File: src/rtl/flash_pkg.sv
// rtl/flash_pkg.sv - shared constants and state encoding for the SPI flash read engine
//
// Contents:
//   CMD_READ / CMD_FAST_READ  serial NOR read opcodes
//   DUMMY_CYCLES              SCK cycles between address and data for FAST READ
//   flash_rd_state_t          read engine state encoding
package flash_pkg;

  localparam logic [7:0] CMD_READ      = 8'h03;
  localparam logic [7:0] CMD_FAST_READ = 8'h0B;
  localparam int         DUMMY_CYCLES  = 8;

  typedef enum logic [2:0] {
    ST_IDLE,
    ST_CMD,
    ST_ADDR,
    ST_DUMMY,
    ST_DATA,
    ST_STALL,
    ST_FINISH
  } flash_rd_state_t;

endpackage

File: src/rtl/spi_sck_gen.sv
// rtl/spi_sck_gen.sv - divide-by-CLK_DIV SPI mode 0 clock generator with edge strobes
//
// Ports:
//   clk       in   system clock
//   reset     in   asynchronous active-high reset
//   run       in   enables toggling; when low SCK is forced low and the divider clears
//   sck       out  SPI clock, idle low
//   sck_rise  out  high in the cycle whose closing clk edge raises sck
//   sck_fall  out  high in the cycle whose closing clk edge lowers sck
module spi_sck_gen #(
  parameter int CLK_DIV = 2
) (
  input  logic clk,
  input  logic reset,
  input  logic run,
  output logic sck,
  output logic sck_rise,
  output logic sck_fall
);

  logic [7:0] cnt;
  logic       toggle;

  assign toggle   = run && (cnt == 8'(CLK_DIV - 1));
  // Strobes are look-ahead: the consumer acts on the same clk edge that moves sck,
  // so a rising-edge sample sees the MISO value present just before SCK goes high.
  assign sck_rise = toggle && !sck;
  assign sck_fall = toggle && sck;

  always_ff @(posedge clk or posedge reset) begin
    if (reset) begin
      cnt <= '0;
      sck <= 1'b0;
    end else if (!run) begin
      cnt <= '0;
      sck <= 1'b0;
    end else if (toggle) begin
      cnt <= '0;
      sck <= ~sck;
    end else begin
      cnt <= cnt + 8'd1;
    end
  end

endmodule

File: src/rtl/spi_flash_reader.sv
// rtl/spi_flash_reader.sv - framed SPI NOR read engine delivering 32-bit words on valid/ready
//
// Build option: SPI_FLASH_READER_FAST_READ_EN selects FAST READ (0x0B + 8 dummy clocks);
// otherwise plain READ (0x03) is used. Port list is identical in both builds.
//
// Ports:
//   clk, reset             system clock, asynchronous active-high reset
//   start                  request pulse, sampled only when idle
//   start_addr[23:0]       first flash byte address (low 2 bits forced to 0)
//   num_words[CNT_W-1:0]   number of words to fetch (0 gives an immediate done)
//   busy, done             transaction in progress / one-cycle completion pulse
//   word_data, word_valid  output word register and its occupied flag
//   word_ready             consumer accept
//   flash_csb, flash_clk   chip select (active low), SCK (mode 0)
//   flash_mosi, flash_miso serial out / in, MSB first
module spi_flash_reader #(
  parameter int CLK_DIV = 2,
  parameter int CNT_W   = 16
) (
  input  logic             clk,
  input  logic             reset,
  input  logic             start,
  input  logic [23:0]      start_addr,
  input  logic [CNT_W-1:0] num_words,
  output logic             busy,
  output logic             done,
  output logic [31:0]      word_data,
  output logic             word_valid,
  input  logic             word_ready,
  output logic             flash_csb,
  output logic             flash_clk,
  output logic             flash_mosi,
  input  logic             flash_miso
);

  import flash_pkg::*;

`ifdef SPI_FLASH_READER_FAST_READ_EN
  localparam logic [7:0] OPCODE   = CMD_FAST_READ;
  localparam bit         USE_DUMMY = 1'b1;
`else
  localparam logic [7:0] OPCODE   = CMD_READ;
  localparam bit         USE_DUMMY = 1'b0;
`endif

  flash_rd_state_t  state, state_next;

  logic             run;
  logic             sck_rise;
  logic             sck_fall;
  logic             accept;
  logic             load;
  logic             last_load;
  logic             done_fin;
  logic             word_full;
  logic             zero_done;
  logic             csb_q;
  logic             mosi_q;
  logic [4:0]       bit_cnt;
  logic [7:0]       fin_cnt;
  logic [31:0]      tx_shift;
  logic [31:0]      rx_shift;
  logic [CNT_W-1:0] remaining;

  spi_sck_gen #(
    .CLK_DIV (CLK_DIV)
  ) u_sck_gen (
    .clk      (clk),
    .reset    (reset),
    .run      (run),
    .sck      (flash_clk),
    .sck_rise (sck_rise),
    .sck_fall (sck_fall)
  );

  assign accept    = (state == ST_IDLE) && start && (num_words != '0);
  // A completed word may move into the output register when it is empty or being drained.
  assign load      = word_full && (!word_valid || word_ready) &&
                     ((state == ST_DATA) || (state == ST_STALL));
  assign last_load = load && (remaining == CNT_W'(1));
  assign done_fin  = (state == ST_FINISH) && csb_q && !word_valid;

  assign done       = done_fin || zero_done;
  assign busy       = (state != ST_IDLE) && !done_fin;
  assign flash_csb  = csb_q;
  assign flash_mosi = mosi_q;

  always_ff @(posedge clk or posedge reset) begin
    if (reset) begin
      state <= ST_IDLE;
    end else begin
      state <= state_next;
    end
  end

  always_comb begin
    state_next = state;
    run        = 1'b0;
    case (state)
      ST_IDLE: begin
        if (accept) state_next = ST_CMD;
      end
      ST_CMD: begin
        run = 1'b1;
        if (sck_rise && bit_cnt == 5'd7) state_next = ST_ADDR;
      end
      ST_ADDR: begin
        run = 1'b1;
        if (sck_rise && bit_cnt == 5'd23) state_next = USE_DUMMY ? ST_DUMMY : ST_DATA;
      end
      ST_DUMMY: begin
        run = 1'b1;
        if (sck_rise && bit_cnt == 5'(DUMMY_CYCLES - 1)) state_next = ST_DATA;
      end
      ST_DATA: begin
        run = 1'b1;
        if (word_full) begin
          if (last_load)  state_next = ST_FINISH;
          else if (!load) state_next = ST_STALL;
        end
      end
      ST_STALL: begin
        // Let a high SCK phase finish at its normal length, then park it low.
        run = flash_clk;
        if (last_load)  state_next = ST_FINISH;
        else if (load)  state_next = ST_DATA;
      end
      ST_FINISH: begin
        run = flash_clk;
        if (done_fin) state_next = ST_IDLE;
      end
      default: state_next = ST_IDLE;
    endcase
  end

  always_ff @(posedge clk or posedge reset) begin
    if (reset) begin
      csb_q      <= 1'b1;
      mosi_q     <= 1'b0;
      zero_done  <= 1'b0;
      word_full  <= 1'b0;
      word_valid <= 1'b0;
      word_data  <= '0;
      bit_cnt    <= '0;
      fin_cnt    <= '0;
      tx_shift   <= '0;
      rx_shift   <= '0;
      remaining  <= '0;
    end else begin
      zero_done <= (state == ST_IDLE) && start && (num_words == '0);

      if (accept) begin
        csb_q     <= 1'b0;
        tx_shift  <= {OPCODE, start_addr[23:2], 2'b00};
        mosi_q    <= OPCODE[7];
        remaining <= num_words;
        bit_cnt   <= '0;
        fin_cnt   <= '0;
        word_full <= 1'b0;
      end

      if (sck_rise) begin
        if (state == ST_DATA) begin
          rx_shift <= {rx_shift[30:0], flash_miso};
          // 5-bit counter wraps to 0 after the 32nd sample of a word.
          bit_cnt  <= bit_cnt + 5'd1;
          if (bit_cnt == 5'd31) word_full <= 1'b1;
        end else if (state == ST_CMD || state == ST_ADDR || state == ST_DUMMY) begin
          bit_cnt <= (state_next == state) ? bit_cnt + 5'd1 : 5'd0;
        end
      end

      if (sck_fall) begin
        if (state == ST_CMD || state == ST_ADDR) begin
          tx_shift <= {tx_shift[30:0], 1'b0};
          mosi_q   <= tx_shift[30];
        end else begin
          mosi_q <= 1'b0;
        end
      end

      if (load) begin
        // First received byte sits in rx_shift[31:24]; present it as the low byte.
        word_data  <= {rx_shift[7:0], rx_shift[15:8], rx_shift[23:16], rx_shift[31:24]};
        word_valid <= 1'b1;
        word_full  <= 1'b0;
        remaining  <= remaining - CNT_W'(1);
      end else if (word_valid && word_ready) begin
        word_valid <= 1'b0;
      end

      if (state == ST_FINISH && !flash_clk && !csb_q) begin
        if (fin_cnt == 8'(CLK_DIV - 1)) csb_q <= 1'b1;
        else                            fin_cnt <= fin_cnt + 8'd1;
      end
    end
  end

endmodule

File: config.mk
export PLATFORM = sky130hd
export DESIGN_NAME = spi_flash_reader
export DESIGN_NICKNAME = d
export VERILOG_FILES = /design/src/rtl/flash_pkg.sv /design/src/rtl/spi_sck_gen.sv /design/src/rtl/spi_flash_reader.sv
export SDC_FILE = /design/constraint.sdc
export NUM_CORES = 1
export LEC_CHECK = 0
export ABC_AREA = 1
export CAP_MARGIN = 25
export CORE_UTILIZATION = 40
export DETAILED_ROUTE_END_ITERATION = 8
export SYNTH_ARGS = -nofsm -noshare
export SYNTH_HDL_FRONTEND = slang
export SYNTH_HIERARCHICAL = 1
export SYNTH_SLANG_ARGS = --single-unit
File: constraint.sdc
create_clock -name clk -period 12.9 [get_ports clk]
set_input_delay 2.58 -clock clk [delete_from_list [all_inputs] [get_ports clk]]
set_output_delay 2.58 -clock clk [all_outputs]
set_load 0.01 [all_outputs]
==> Word level (Yosys, flattened, before mapping) <==
Index checks and enable logic that the tools add are counted.
{ "totals": {"regBits": 142, "latch_bits": 0, "mem_bits_rw": 0, "rom_bits": 0, "wordCells": 111, "memories": 0} }
{ "classes": {"n_addsub": 4, "mul": 0, "div": 0, "order_cmp": 0, "n_eq_ne": 14, "shifts": 0, "n_mux": 42, "bitwise_logic": 1, "reduce_logical": 36} }
{ "ops": {"columns": ["op", "count"], "rows": [
  ["$mux W32", 3],
  ["$mux W8", 5],
  ["$mux W16", 2],
  ["$mux W3", 10],
  ["$mux W5", 5],
  ["$pmux W3 S7", 1],
  ["$logic_and A1 B1 Y1", 17],
  ["$add A8 B1 Y8 const B", 2],
  ["$eq A16 B1 Y1 const B", 1],
  ["$eq A8 B1 Y1 const B", 2],
  ["$logic_not A16 Y1", 1],
  ["$reduce_bool A16 Y1", 1],
  ["$sub A16 B1 Y16 const B", 1],
  ["$mux W1", 15],
  ["$eq A5 B5 Y1 const B", 2],
  ["$eq A3 B3 Y1 const B", 3],
  ["$eq A3 B2 Y1 const B", 2],
  ["$reduce_bool A2 Y1", 3],
  ["$add A5 B1 Y5 const B", 1],
  ["$eq A5 B3 Y1 const B", 1],
  ["$logic_or A1 B1 Y1", 5],
  ["$logic_not A1 Y1", 4],
  ["$reduce_or A4 Y1", 1],
  ["$eq A3 B1 Y1 const B", 1],
  ["8 further kinds", 8]
]} }

==> Longest topological paths before layout <==
{ "logic_depth": {"word_depth": 13, "ltp_mapped": 19} }

==> Cells and area by module <==
The synthesis kept the hierarchy.
{ "by_module_without_submodules": {"columns": ["module", "n_inst", "cells_each", "area_each_um2", "seq_area_each_um2"], "rows": [
  ["spi_flash_reader", 1, 752, 6231.0, 3304.4],
  ["spi_sck_gen", 1, 69, 503.0, 225.2]
]} }

==> Least setup slack after synthesis <==
Ideal clock, no wire load.
{ "synth_timing": {"path_kind": "reg-to-output", "start": "reg csb_q (netlist: flash_csb)", "end": "out done", "arrival_time_ps": 981, "t_required_ps": 10320, "slack_ps": 9339, "path_stages_with_launch": 6, "path_buffers": 0, "path_cell_list": "dfstp_2 inv_1 nor2_1 nand4_1 inv_1 or2_2"} }
{ "synth_between": {"elab_chain_cells": 3} }
{ "synth_lines": {"columns": ["element", "line", "text"], "rows": [
  ["start: declaration", "spi_flash_reader.sv:57", "logic csb_q;"],
  ["start signal: assignment", "spi_flash_reader.sv:138", "csb_q <= 1'b1;"],
  ["start signal: assignment", "spi_flash_reader.sv:153", "csb_q <= 1'b0;"],
  ["start signal: assignment", "spi_flash_reader.sv:193", "if (fin_cnt == 8'(CLK_DIV - 1)) csb_q <= 1'b1;"],
  ["$logic_and A1 B1 Y1 (2 in a row)", "spi_flash_reader.sv:81", "assign done_fin = (state == ST_FINISH) && csb_q && !word_valid;"],
  ["$logic_or A1 B1 Y1", "spi_flash_reader.sv:83", "assign done = done_fin || zero_done;"],
  ["end: declaration", "spi_flash_reader.sv:26", "output logic done,"]
]} }
Every way passes these cells.

==> Worst setup path after layout <==
{ "layout_timing": {"start": "in num_words[12]", "end": "reg remaining[10]"} }
{ "layout_between": {"elab_chain_cells": 3} }
{ "layout_lines": {"columns": ["element", "line", "text"], "rows": [
  ["start: declaration", "spi_flash_reader.sv:24", "input logic [CNT_W-1:0] num_words,"],
  ["$reduce_bool A16 Y1", "spi_flash_reader.sv:76", "assign accept = (state == ST_IDLE) && start && (num_words != '0);"],
  ["$logic_and A1 B1 Y1", "spi_flash_reader.sv:76", null],
  ["$reduce_bool A2 Y1 (no source line)", null, null],
  ["end signal: assignment", "spi_flash_reader.sv:156", "remaining <= num_words;"],
  ["end signal: assignment", "spi_flash_reader.sv:187", "remaining <= remaining - CNT_W'(1);"],
  ["end: declaration", "spi_flash_reader.sv:63", "logic [CNT_W-1:0] remaining;"]
]} }
Every way passes these cells.
A chain may end at the register's enable or synchronous reset.

==> metrics.md <==
| Metric | Value |
|---|---|
| Vias in the first global route | `5316` |
| Actual slew at the worst max-slew pin | `0.8500 ns` |
| Leakage | `~3.8 nW` |
| Placed Instances | `~1100` |
| Post-synth top area share | `52.03%` |
| Status | `finished, final reports clean` |
| R2R Path Start | `state[2]` |
| Crit path DAT | `4.94 ns` |
| CTS tree | `done` |
| Flops & latches, synth | `roughly 140` |
| DRC | `0` |
| Worst r2r dst | `tx_shift[9]` |
| Antenna cell count | `0` |
| Worst R2R Path Depth | `12` |
| Final wirelength | `between 10000 and 15000 µm` |
| GRT Total Usage | `17.98%` |
| Synth cell types | `38` |
| Remaining Overflow, GRT | `0` |
| Non-filler cells, final | `about 1100` |
| Final net count | `942` |
| Max frequency | `0.2160 GHz` |
| Power Density | `175.0 nW/µm²` |
| Rows | `47` |
| Fin area | `8267 µm²` |
| First-pass GRT wire length | `25040 µm` |
| R2R setup slack | `10.08 ns` |
| Commonest non-fill, non-tap cell in the layout | `nand2_1` |
| Startpoint types | `input port` |
| Avg Inst Size Synth | `8.202 µm²` |
| Die Height | `131.8 µm` |
| Gpl congestion | `0.8097` |
| Clock Sinks | `141` |
| Ratio of cells with drive above 1 in the final layout | `~7.5%` |
| Clock tree buffer depth | `2` |
| Most frequent cells in the layout | `166 x nand2_1, 140 x dfrtp_1, 107 x inv_1, 102 x o21ai_0, 80 x clkdlybuf4s50_1` |
| Setup repair bufs after CTS | `0` |
| Mapped Cells | `roughly 820` |
| Final Hold Fails | `0` |
| Drt wl/cell | `12.98 µm` |
| Hold Crit Endpoint | `tx_shift[27]` |
| Critical path type | `input port to flip-flop` |
| Pwr Total | `0.001447 W` |
| Area grow syn2layout | `22.76%` |
| Syn Nets | `about 870` |
| Post-route ant nets | `0` |
| Setup violators final | `0` |
| Port Buffer Count | `80` |
| Hold buffer count at cts | `0` |
| Worst rel slew slack | `~43%` |
| Async S/R FF share, synth | `100.0%` |
| Largest net degree at the start of global routing | `76` |
| Clock transition at the registers of the reported paths | `0.06 ns` |
| WP data required | `13.21 ns` |
| Synthesis Warnings | `6` |
| CTS buffer count | `17` |
| Number of antenna violations at the first check in global routing | `0` |
| Synth Cell Area | `around 6700 µm²` |
| HPWL Detailed | `9469 µm` |
| Max-slew violations | `0` |
| Fin crit period | `~4.6 ns` |
| Hold path depth | `2` |
| Via count | `5409` |
| Fin crit share | `a little over a third` |
| Ys flop type | `dfrtp_1` |
| Aggregate negative setup slack | `0 ns` |
| Ports | `83` |
| Max VDD drop | `between 0.1 and 0.15 mV` |
| Yosys top cell by area | `dfrtp_1` |
| Initial DRC count | `approximately 240` |
| RSZ-0062 raised after global routing | `false` |
| Post-synth EDFFs | `0` |
| Max-cap violations | `0` |
| H-tree levels | `4` |
| Core area | `about 17000 µm²` |
| Clk_lat worst skew | `0.42 ns` |
| Die width | `131.8 µm` |
| Die area | `17360 µm²` |
| Avg Vias per Cell | `4.821` |
| Share of the yosys chip area belonging to registers | `52.42%` |
| Initial Util | `40.75%` |
| CP endpoint kind | `flip-flop` |
| Drt first pass iters | `5` |
| Placed inst area | `~7600 µm²` |
| HP Class | `flip-flop to flip-flop` |
| Final Util | `50.03%` |
| Post-CTS sizing | `0` |
| Clock root cell | `clkbuf_16` |
| Clk_skew | `0.01008 ns` |
| Hold Path Origin | `tx_shift[26]` |
| CP Max Fanout | `75` |
| Ranking of synthesized cells by area | `dfrtp_1 52%, nand2_1 9.4%, o21ai_0 7.6%, inv_1 6.0%, nor2_1 4.0%` |
routing by layer:
layer	routed length [µm]	vias to the layer above	GRT usage (%)	share of wire, %
met3	799	11	5.729	5.5
li1	-	2781	-	-
met2	6440	88	28.16	44
met1	7173	2529	23.88	49
met5	0	-	0	0
met4	146	0	5.233	1.0
sequential cells by signal, indices dropped and copies added (netlist names), 3 cells and up:
| name | cells |
|---|---|
| tx_shift | 31 |
| u_sck_gen/cnt | 8 |
| fin_cnt | 8 |
| state | 3 |
| remaining | 16 |
| word_data | 32 |
| rx_shift | 32 |
| bit_cnt | 5 |
critical path, cell delays in order:
cell	delay, ns
clkdlybuf4s50_1	0.42
nor2_1	0.14
nand2_1	0.08
nor2_1	0.20
nand2_1	0.12
nand2_2	0.07
buf_4	0.60
nand2_1	0.39
a32o_1	0.32
cell type report:
type	instances	area [µm²]
clock inverter	14	168.9
fill	1618	8258
timing repair buffer	85	850.8
multi-input combinational	530	2580
clock buffer	18	429.2
tap	220	275.3
sequential	141	3530
inverter	114	432.9
metrics by stage:
stage / setup WS (ns) / hold slack [ns]
detailed placement: 7.842 / 0.4640
global placement: 7.850 / 0.4584
finish: 8.271 / 0.4781
CTS: 8.288 / 0.4829
global route: 8.084 / 0.4917
floorplan: 6.796 / 0.4493
cells in the mapped netlist, types with 7 or more instances:
cell type	instances
o21ai_0	102
buf_2	20
inv_1	108
nand2_1	168
ha_1	8
clkbuf_1	8
nand3_1	50
nor3_1	8
a21oi_1	33
nand2_2	7
xor2_1	7
nor2_1	71
dfrtp_1	140
o21ai_1	34
kinds of logic after synthesis:
family	count (synthesis)	synth area share [%]
simple gates	326	20.90
compound gates	187	14.68
buf+inv	150	9.346
flops	141	52.42
xor+xnor	9	1.171
fa+ha+maj	8	1.486
power breakdown:
group / internal [W] / switching [W] / leakage, nW / total, W
registers: 0.000538 / 0.0000642 / 1.85 / 0.000602
logic: 0.000145 / 0.000205 / 1.66 / 0.000350
clock network: 0.000304 / 0.000191 / 0.279 / 0.000495
how the worst max path moves through the flow:
stage / end / slack, ns / start / cells after the start
floorplan: bit_cnt[0] / 6.80 / reset / 1
global route: bit_cnt[1] / 8.08 / num_words[12] / 13
CTS: remaining[10] / 8.29 / word_ready / 9
detailed placement: remaining[10] / 7.84 / word_ready / 9
global placement: remaining[10] / 7.85 / num_words[12] / 9
finish: remaining[10] / 8.27 / num_words[12] / 9
Note: power is estimated with default switching activity, not from simulation.
